`config.mk`:
```
export PLATFORM = sky130hd
export DESIGN_NAME = multi_timer_flat
export DESIGN_NICKNAME = d
export VERILOG_FILES = /design/src/rtl/multi_timer_pkg.sv /design/src/rtl/multi_timer_if.sv /design/src/rtl/timer_channel.sv /design/src/rtl/multi_timer.sv /design/src/flat_wrapper.sv
export SDC_FILE = /design/constraint.sdc
export NUM_CORES = 1
export LEC_CHECK = 0
export CELL_PAD_IN_SITES_DETAIL_PLACEMENT = 1
export CELL_PAD_IN_SITES_GLOBAL_PLACEMENT = 1
export CORE_MARGIN = 2
export CORE_UTILIZATION = 31
export CTS_CLUSTER_DIAMETER = 60
export CTS_CLUSTER_SIZE = 14
export DETAILED_ROUTE_END_ITERATION = 8
export GPL_ROUTABILITY_DRIVEN = 0
export PLACE_DENSITY_LB_ADDON = 0.1
export SYNTH_ARGS = -nofsm -noshare
export SYNTH_HDL_FRONTEND = slang
export SYNTH_HIERARCHICAL = 1
export SYNTH_SLANG_ARGS = --single-unit
```
`constraint.sdc`:
```
create_clock -name clk_2K -period 7.6 [get_ports clk_2K]
set_input_delay 0.76 -clock clk_2K [delete_from_list [all_inputs] [get_ports clk_2K]]
set_output_delay 0.76 -clock clk_2K [all_outputs]
set_load 0.005 [all_outputs]
```
`src/rtl/multi_timer_pkg.sv`:
```
// rtl/multi_timer_pkg.sv - shared state encoding and default terminal count for multi_timer
package multi_timer_pkg;

  typedef enum logic [1:0] {
    ST_IDLE   = 2'd0,
    ST_RUN    = 2'd1,
    ST_PAUSED = 2'd2,
    ST_DONE   = 2'd3
  } chan_state_e;

  // Full-scale count: 4095 ticks = 2.048 s at the 2 kHz game clock for WIDTH=12.
  function automatic logic [31:0] default_tc(input int unsigned width);
    return 32'((64'd1 << width) - 64'd1);
  endfunction

endpackage

```
`src/rtl/multi_timer_if.sv`:
```
// rtl/multi_timer_if.sv - control/status bundle between a timer bank and its user
interface multi_timer_if #(
  parameter int WIDTH    = 12,
  parameter int CHANNELS = 4
);
  localparam int CW = (CHANNELS > 1) ? $clog2(CHANNELS) : 1;

  logic [CHANNELS-1:0]       i_Start;
  logic [CHANNELS-1:0]       i_Clear;
  logic [CHANNELS-1:0]       i_Pause;
  logic [CHANNELS-1:0]       i_Mode;
  logic                      i_LoadEn;
  logic [CW-1:0]             i_LoadCh;
  logic [WIDTH-1:0]          i_LoadVal;
  logic [CHANNELS*WIDTH-1:0] o_Count;
  logic [CHANNELS-1:0]       o_Expire;
  logic [CHANNELS-1:0]       o_Done;
  logic [CHANNELS-1:0]       o_Busy;

  modport master (
    output i_Start, i_Clear, i_Pause, i_Mode, i_LoadEn, i_LoadCh, i_LoadVal,
    input  o_Count, o_Expire, o_Done, o_Busy
  );

  modport slave (
    input  i_Start, i_Clear, i_Pause, i_Mode, i_LoadEn, i_LoadCh, i_LoadVal,
    output o_Count, o_Expire, o_Done, o_Busy
  );
endinterface

```
`src/rtl/timer_channel.sv`:
```
// rtl/timer_channel.sv - one timer channel: state machine, counter and terminal-count register
module timer_channel
  import multi_timer_pkg::*;
#(
  parameter int               WIDTH      = 12,
  parameter logic [WIDTH-1:0] DEFAULT_TC = '1
) (
  input  logic             clk,
  input  logic             rst_n,
  input  logic             start,
  input  logic             clear,
  input  logic             pause,
  input  logic             mode,
  input  logic             load_en,
  input  logic [WIDTH-1:0] load_val,
  output logic [WIDTH-1:0] count,
  output logic             expire,
  output logic             done,
  output logic             busy
);

  chan_state_e      state_q, state_d;
  logic [WIDTH-1:0] count_q, count_d;
  logic [WIDTH-1:0] tc_q, tc_d;
  logic [WIDTH-1:0] count_inc;
  logic             expire_q, expire_d;
  logic             done_q, done_d;
  logic             busy_q, busy_d;

  always_comb begin
    state_d   = state_q;
    count_d   = count_q;
    tc_d      = tc_q;
    expire_d  = 1'b0;
    done_d    = done_q;
    // A periodic hit leaves count at TC; the following tick wraps to 0.
    count_inc = (count_q == tc_q) ? '0 : count_q + 1'b1;

    if (load_en) tc_d = load_val;

    if (clear) begin
      state_d = ST_IDLE;
      count_d = '0;
      done_d  = 1'b0;
    end else if (start) begin
      count_d = '0;
      done_d  = 1'b0;
      if (pause) begin
        state_d = ST_PAUSED;
      end else begin
        state_d = ST_RUN;
        if (tc_q == '0) begin
          expire_d = 1'b1;
          if (!mode) begin
            state_d = ST_DONE;
            done_d  = 1'b1;
          end
        end
      end
    end else if (state_q == ST_RUN || state_q == ST_PAUSED) begin
      if (pause) begin
        state_d = ST_PAUSED;
      end else begin
        // Release edge counts immediately so k paused cycles cost exactly k.
        state_d = ST_RUN;
        count_d = count_inc;
        if (count_inc == tc_q) begin
          expire_d = 1'b1;
          if (!mode) begin
            state_d = ST_DONE;
            done_d  = 1'b1;
          end
        end
      end
    end

    busy_d = (state_d == ST_RUN) || (state_d == ST_PAUSED);
  end

  always_ff @(posedge clk or negedge rst_n) begin
    if (!rst_n) begin
      state_q  <= ST_IDLE;
      count_q  <= '0;
      tc_q     <= DEFAULT_TC;
      expire_q <= 1'b0;
      done_q   <= 1'b0;
      busy_q   <= 1'b0;
    end else begin
      state_q  <= state_d;
      count_q  <= count_d;
      tc_q     <= tc_d;
      expire_q <= expire_d;
      done_q   <= done_d;
      busy_q   <= busy_d;
    end
  end

  assign count  = count_q;
  assign expire = expire_q;
  assign done   = done_q;
  assign busy   = busy_q;

endmodule

```
`src/rtl/multi_timer.sv`:
```
// rtl/multi_timer.sv - bank of independent timer channels; load decode and output packing only
module multi_timer
  import multi_timer_pkg::*;
#(
  parameter int               WIDTH      = 12,
  parameter int               CHANNELS   = 4,
  parameter logic [WIDTH-1:0] DEFAULT_TC = WIDTH'(default_tc(WIDTH))
) (
  input  logic        clk_2K,
  input  logic        i_Reset,
  multi_timer_if.slave bus
);

  localparam int CW = (CHANNELS > 1) ? $clog2(CHANNELS) : 1;

  logic [CHANNELS-1:0]       load_sel;
  logic [CHANNELS*WIDTH-1:0] count_w;
  logic [CHANNELS-1:0]       expire_w;
  logic [CHANNELS-1:0]       done_w;
  logic [CHANNELS-1:0]       busy_w;

  // Channel numbers beyond CHANNELS never match, so such loads are dropped.
  always_comb begin
    load_sel = '0;
    for (int c = 0; c < CHANNELS; c++) begin
      load_sel[c] = bus.i_LoadEn && (bus.i_LoadCh == CW'(c));
    end
  end

  for (genvar g = 0; g < CHANNELS; g++) begin : g_ch
    timer_channel #(
      .WIDTH      (WIDTH),
      .DEFAULT_TC (DEFAULT_TC)
    ) u_ch (
      .clk      (clk_2K),
      .rst_n    (i_Reset),
      .start    (bus.i_Start[g]),
      .clear    (bus.i_Clear[g]),
      .pause    (bus.i_Pause[g]),
      .mode     (bus.i_Mode[g]),
      .load_en  (load_sel[g]),
      .load_val (bus.i_LoadVal),
      .count    (count_w[g*WIDTH +: WIDTH]),
      .expire   (expire_w[g]),
      .done     (done_w[g]),
      .busy     (busy_w[g])
    );
  end

  assign bus.o_Count  = count_w;
  assign bus.o_Expire = expire_w;
  assign bus.o_Done   = done_w;
  assign bus.o_Busy   = busy_w;

endmodule

```
`src/flat_wrapper.sv`:
```
// flat-port wrapper written by rule: the top's interface ports become plain ports
module multi_timer_flat import multi_timer_pkg::*;
#(
  parameter int               WIDTH      = 12,
  parameter int               CHANNELS   = 4,
  parameter logic [WIDTH-1:0] DEFAULT_TC = WIDTH'(default_tc(WIDTH))
)
  (clk_2K, i_Reset, bus_i_Start, bus_i_Clear, bus_i_Pause, bus_i_Mode, bus_i_LoadEn, bus_i_LoadCh, bus_i_LoadVal, bus_o_Count, bus_o_Expire, bus_o_Done, bus_o_Busy);
  multi_timer_if #(.WIDTH(WIDTH), .CHANNELS(CHANNELS)) bus_i ();
  input  logic clk_2K;
  input  logic i_Reset;
  input wire logic [$bits(bus_i.i_Start)-1:0] bus_i_Start;
  input wire logic [$bits(bus_i.i_Clear)-1:0] bus_i_Clear;
  input wire logic [$bits(bus_i.i_Pause)-1:0] bus_i_Pause;
  input wire logic [$bits(bus_i.i_Mode)-1:0] bus_i_Mode;
  input wire logic [$bits(bus_i.i_LoadEn)-1:0] bus_i_LoadEn;
  input wire logic [$bits(bus_i.i_LoadCh)-1:0] bus_i_LoadCh;
  input wire logic [$bits(bus_i.i_LoadVal)-1:0] bus_i_LoadVal;
  output wire logic [$bits(bus_i.o_Count)-1:0] bus_o_Count;
  output wire logic [$bits(bus_i.o_Expire)-1:0] bus_o_Expire;
  output wire logic [$bits(bus_i.o_Done)-1:0] bus_o_Done;
  output wire logic [$bits(bus_i.o_Busy)-1:0] bus_o_Busy;
  assign bus_i.i_Start = bus_i_Start;
  assign bus_i.i_Clear = bus_i_Clear;
  assign bus_i.i_Pause = bus_i_Pause;
  assign bus_i.i_Mode = bus_i_Mode;
  assign bus_i.i_LoadEn = bus_i_LoadEn;
  assign bus_i.i_LoadCh = bus_i_LoadCh;
  assign bus_i.i_LoadVal = bus_i_LoadVal;
  assign bus_o_Count = bus_i.o_Count;
  assign bus_o_Expire = bus_i.o_Expire;
  assign bus_o_Done = bus_i.o_Done;
  assign bus_o_Busy = bus_i.o_Busy;
  multi_timer #(.WIDTH(WIDTH), .CHANNELS(CHANNELS), .DEFAULT_TC(DEFAULT_TC)) u_core (.clk_2K(clk_2K), .i_Reset(i_Reset), .bus(bus_i));
endmodule
```
# After elaboration in Yosys (flattened, before gate mapping)
# Index checks and enable logic that the tools add are counted.
[totals] reg_bits=116 elab_cells=212 input_bits=33 out_inout_bits=60
[classes] add_sub_neg=4 eq_ne=35 n_reduce_logical=33 n_mux=116
[ops] cell="two-way mux 12 bit" n=20
[ops] cell="== test 12 bit" n=8
[ops] cell="two-way mux 1 bit" n=64
[ops] cell="two-way mux 2 bit" n=32
[ops] cell="adder 12 x 1 -> 12 bit, second input constant" n=4
[ops] cell="logical NOT 12 bit" n=4
[ops] cell="inequality test 3 bit, second input constant" n=8
[ops] cell="nonzero test 3 bit" n=8
[ops] cell="== test 2 bit, second input constant" n=10
[ops] cell="== test 2 x 1 -> 1 bit, second input constant" n=9
[ops] cell="AND reduction 4 bit" n=4
[ops] cell="logical OR 1 bit" n=8
[ops] cell="AND reduction 2 bit" n=4
[ops] cell="logical AND 1 bit" n=4
[ops] cell="logical NOT 2 bit" n=1

# Logic depth before layout (Yosys ltp)
[logic_depth] ltp_word=10 depth_mapped=11 mapped_depth_nobuf=9

# Modules after synthesis
# The synthesis kept the hierarchy.
[by_module_without_submodules] module="timer_channel at u_core.g_ch[0].u_ch ..." instances=3 cells_per_inst=231 area_each_um2=2115.8 seq_area_each_um2=740.7
[by_module_without_submodules] module="timer_channel at u_core.g_ch[3].u_ch" instances=1 cells_per_inst=221 area_each_um2=2025.7 seq_area_each_um2=740.7
[by_module_without_submodules] module="multi_timer" instances=1 cells_per_inst=4 area_each_um2=37.5 seq_area_each_um2=0.0

# Worst setup path after synthesis
# OpenSTA, ideal clock, no wires.
[synth_timing] path_type="flip-flop to flip-flop" from="reg u_core.g_ch[3].u_ch.count_q[1]" to="reg u_core.g_ch[3].u_ch.busy_q" path_stages_with_launch=10 t_arrival_ps=2480 path_slack_ps=5052 path_buffers=0 path_cell_list="dfrtp_1 ha_1 nand3_1 xor2_1 or3b_2 mux2i_1 a22oi_1 or4_1 mux2_2 nand3_1"
[synth_via] elab_chain_len=10
[synth_lines] item="from (decl)" line="timer_channel.sv:23" rtl="logic [WIDTH-1:0] count_q, count_d;"
[synth_lines] item="from (signal assigned)" line="timer_channel.sv:90" rtl="count_q <= count_d;"
[synth_lines] item="adder 12 x 1 -> 12 bit / == test 12 bit (equally long branches)" line="timer_channel.sv:37" rtl="count_inc = (count_q == tc_q) ? '0 : count_q + 1'b1;"
[synth_lines] item="two-way mux 12 bit *" line="timer_channel.sv:37"
[synth_lines] item="== test 12 bit *" line="timer_channel.sv:67" rtl="if (count_inc == tc_q) begin"
[synth_lines] item="two-way mux 2 bit *" line="timer_channel.sv:67"
[synth_lines] item="two-way mux 2 bit *" line="timer_channel.sv:61" rtl="if (pause) begin"
[synth_lines] item="two-way mux 2 bit *" line="timer_channel.sv:60" rtl="end else if (state_q == ST_RUN || state_q == ST_PAUSED) begin"
[synth_lines] item="two-way mux 2 bit *" line="timer_channel.sv:45" rtl="end else if (start) begin"
[synth_lines] item="two-way mux 2 bit *" line="timer_channel.sv:41" rtl="if (clear) begin"
[synth_lines] item="== test 2 x 1 -> 1 bit / == test 2 bit (equally long branches)" line="timer_channel.sv:77" rtl="busy_d = (state_d == ST_RUN) || (state_d == ST_PAUSED);"
[synth_lines] item="logical OR 1 bit *" line="timer_channel.sv:77"
[synth_lines] item="net u_core.g_ch[3].u_ch.busy_d" line="timer_channel.sv:28" rtl="logic busy_q, busy_d;"
[synth_lines] item="to (signal assigned)" line="timer_channel.sv:94" rtl="busy_q <= busy_d;"
[synth_lines] item="to (decl)" line="timer_channel.sv:28"
# Mark *: on every way through the listed nets, which the timed path passes. The rest lies on a longest branch.
# A chain may end at the register's enable or synchronous reset.

# Final worst setup path
[layout_timing] from="reg u_core.g_ch[2].u_ch.count_q[0]" to="reg u_core.g_ch[2].u_ch.busy_q"
[layout_via] elab_chain_len=10
[layout_lines] item="from (decl)" line="timer_channel.sv:23"
[layout_lines] item="from (signal assigned)" line="timer_channel.sv:90"
[layout_lines] item="adder 12 x 1 -> 12 bit / == test 12 bit (equally long branches)" line="timer_channel.sv:37"
[layout_lines] item="two-way mux 12 bit *" line="timer_channel.sv:37"
[layout_lines] item="== test 12 bit *" line="timer_channel.sv:67"
[layout_lines] item="two-way mux 2 bit *" line="timer_channel.sv:67"
[layout_lines] item="two-way mux 2 bit *" line="timer_channel.sv:61"
[layout_lines] item="two-way mux 2 bit *" line="timer_channel.sv:60"
[layout_lines] item="two-way mux 2 bit *" line="timer_channel.sv:45"
[layout_lines] item="two-way mux 2 bit *" line="timer_channel.sv:41"
[layout_lines] item="== test 2 x 1 -> 1 bit / == test 2 bit (equally long branches)" line="timer_channel.sv:77"
[layout_lines] item="logical OR 1 bit *" line="timer_channel.sv:77"
[layout_lines] item="net u_core.g_ch[2].u_ch.busy_d" line="timer_channel.sv:28"
[layout_lines] item="to (signal assigned)" line="timer_channel.sv:94"
[layout_lines] item="to (decl)" line="timer_channel.sv:28"
# Marks and branches as above.

==> run metrics <==
Final Util=about 38%; drt wl/cell=between 15 and 20 µm; Crit Path Class=reg -> reg; Synth Warn #=6; Total Routing Usage GR=between 10% and 20%; worst hold path type=in -> async; core footprint=approximately 27000 µm²; finished layout cell area=around 10000 µm²; cell accounting for the most synthesized area=dfrtp_1; via count=between 7000 and 8000; RSZ-0062 raised after global routing=no; Tot Pwr=slightly above 2 mW; Synthesized Nets=955; PostCTS Resize Cnt=0; Total Wirelength=about 26000 µm; CTS tree=done; proportion of netlist area held by the largest area contributor=20.23%; Yosys reg bits=116; Clock Path Buffers=2; Top delay family on crit path=simple AND/OR/NAND/NOR gates; Clock Skew=approximately 9.7 ps; first-pass GRT wire length=approximately 42000 µm; initial antenna violation count=0; Critical Path Fanout Max=10; DIE HEIGHT=~170 µm; cell count after synthesis=about 900; Worst-path clk slew=roughly 60 ps; area growth from synthesis to layout=19.86%; measured slew at the worst slew-check pin=about 1100 ps; Starting Density=a little under a third; clk_lat worst skew=about 430 ps; fraction of layout cells with a size suffix above 1=a little under a fifth; I/O Buffers=92; Nets=around 1000; Synth Area in Compound Gates=17.03%; half-perimeter wire length after placement=~19000 µm; Fillers=approximately 3000; setup TNS=0 ps; count leader, synth=nand2_1; Worst setup SP type=flop; Cell Area, Synth=about 8400 µm²; # hold bufs at CTS=0; drt via density=between 5 and 6; Post-Synth Adder-Cell Area=less than 1%; crit path time final=between 3000 and 4000 ps; most instantiated cells after synthesis=84 x nand2_1, 78 x xnor2_1, 68 x dfrtp_1, 68 x nor2_1, 60 x o21ai_0; Worst path most repeated cell=nand3_1; Post-Synth XOR/XNOR Area=about a tenth; Post-synth EDFFs=0; Post-Synth Simple-Gate Area=about a quarter; Top FF cell, synth=dfrtp_1; gr ovfl total=0; postcts setup bufs=0; Fin. Hold Viols=0; dpl ws=4469 ps; DRC=0; drt pass-1 iters=4; mux cell area share after synthesis=under 10%; CTS Root Cell=clkbuf_16; H-tree depth=4; Die X=between 150 and 200 µm; antenna viol nets, final=0; row count=60; Iteration-0 DRC Markers=299; ys async rst share=between 90% and 100%; PnR worst setup slack=about 4400 ps; dominant cells by area after synthesis=dfrtp_1 20%, dfstp_2 15%, xnor2_1 8.1%, mux2_2 6.6%, nand2_1 3.7%; Final Setup Violations=0; CP required=between 7000 and 8000 ps; Max stage delay on crit path=630 ps; leakage=~3.7 nW; Antenna Cells=0; CP endpoint kind=flop; largest net degree at the start of global routing=between 60 and 70; CTS Buf Count=17; Slew headroom=around 27%; IO Count=93; vias in the first global route=around 7400; VDD IR-drop max=107.0 µV; worst path buffer plus inverter count=0; period utilization=roughly two fifths; Yosys cell types=a little under 80; status=completed; # clock sinks=116; pwr/cell area=200.5 nW/µm²; crit-path cells=ha_1 -> nand3_1 -> nor4_4 -> xor2_1 -> nor4_1 -> o32a_1 -> o2111ai_2 -> or4_1 -> nand3_1; Data arrival, critical path=3520 ps; max-slew violation count=0; total die area=approximately 28000 µm²; FMAX=roughly 320 MHz; CP max-delay cell=dfrtp_1; Syn Area/Cell=9.162 µm²; Post-Place Cell Area=9439 µm²; largest family of logic cells by synthesized area=simple AND/OR/NAND/NOR gates; maximum capacitance violations=0; sequential share of the synthesized area=around a third
-- flip-flops by register name, summed over array words and instances, names as in the netlist --
signal,flops
u_core/g_ch.u_ch/done,4
u_core/g_ch.u_ch/count,48
u_core/g_ch.u_ch/expire,4
u_core/g_ch.u_ch/busy,4
u_core/g_ch.u_ch/state_q,8
u_core/g_ch.u_ch/tc_q,48
-- worst reg2reg max path, stage by stage (launching register included) --
cell	delay (ps)
dfrtp_1	630
ha_1	320
nand3_1	290
nor4_4	410
xor2_1	140
nor4_1	270
o32a_1	230
o2111ai_2	220
or4_1	520
nand3_1	70
-- final cells by class --
class / instances / area, µm² / area share (%)
clock inverter: 13 / 177.7 / 1.762
sequential: 116 / 2963 / 29.39
inverter: 18 / 67.56 / 0.6702
multi-input combinational: 733 / 5056 / 50.16
tap: 341 / 426.7 / 4.232
timing repair buffer: 93 / 925.9 / 9.185
clock buffer: 19 / 464.2 / 4.605
-- cell usage in the layout (no fill, tap or decap), drive strengths merged, types with 10 or more instances in the layout --
| cell | n |
|---|---|
| mux2 | 49 |
| nor2 | 71 |
| xnor2 | 81 |
| nand2 | 84 |
| mux2i | 10 |
| nor3 | 51 |
| clkbuf | 19 |
| dfstp | 48 |
| o22ai | 10 |
| o31ai | 13 |
| nand3 | 33 |
| nor4 | 14 |
| clkdlybuf4s50 | 91 |
| dfrtp | 68 |
| a32o | 10 |
| and3 | 11 |
| or2 | 11 |
| inv | 19 |
| a21oi | 43 |
| o21ai | 61 |
| nand4 | 29 |
-- kinds of logic (layout without fill, tap and decap cells) --
family	after synthesis	in the layout
AND/OR/NAND/NOR	367	367
XOR/XNOR	92	92
buffers and inverters	69	143
multiplexers	59	59
AO/OA/AOI/OAI	211	211
flip-flops	116	116
adder cells (fa/ha/maj)	4	4
-- per-layer routing --
metal / routed length, µm / GRT usage (%) / vias to the layer above / share of wire [%]
li1: - / - / 3514 / -
met1: 12850 / 26.49 / 3536 / 50
met2: 11570 / 29.06 / 110 / 45
met3: 830 / 3.227 / 18 / 3.3
met4: 264 / 4.423 / 0 / 1.0
met5: 0 / 0 / - / 0
-- through the flow --
step	instances	hold slack (ps)
floorplan	918	464.4
global placement	1301	521.1
CTS	1333	398.3
finish	1333	384.6
global route	1333	437.9
detailed placement	1301	511.6
-- worst paths after layout --
kind | start | end | slack (ps) | depth (start not counted)
min in group clk_2K | u_core/g_ch[2].u_ch/done | u_core/g_ch[2].u_ch/done | 520 | 2
max in group asynchronous | i_Reset | u_core/g_ch[1].u_ch/done | 5830 | 2
worst max register to register | u_core/g_ch[2].u_ch/count[0] | u_core/g_ch[2].u_ch/busy | 4430 | 9
worst max-delay path | u_core/g_ch[2].u_ch/count[0] | u_core/g_ch[2].u_ch/busy | 4430 | 9
worst min register to register | u_core/g_ch[2].u_ch/done | u_core/g_ch[2].u_ch/done | 520 | 2
worst min-delay path | i_Reset | u_core/g_ch[2].u_ch/count[1] | 380 | 1
-- where the power goes --
part / switching, mW / internal [mW] / total, mW
Clock: 0.319 / 0.576 / 0.894
Combinational: 0.148 / 0.164 / 0.312
Sequential: 0.102 / 0.714 / 0.815
(Power assumes the default switching activity.)
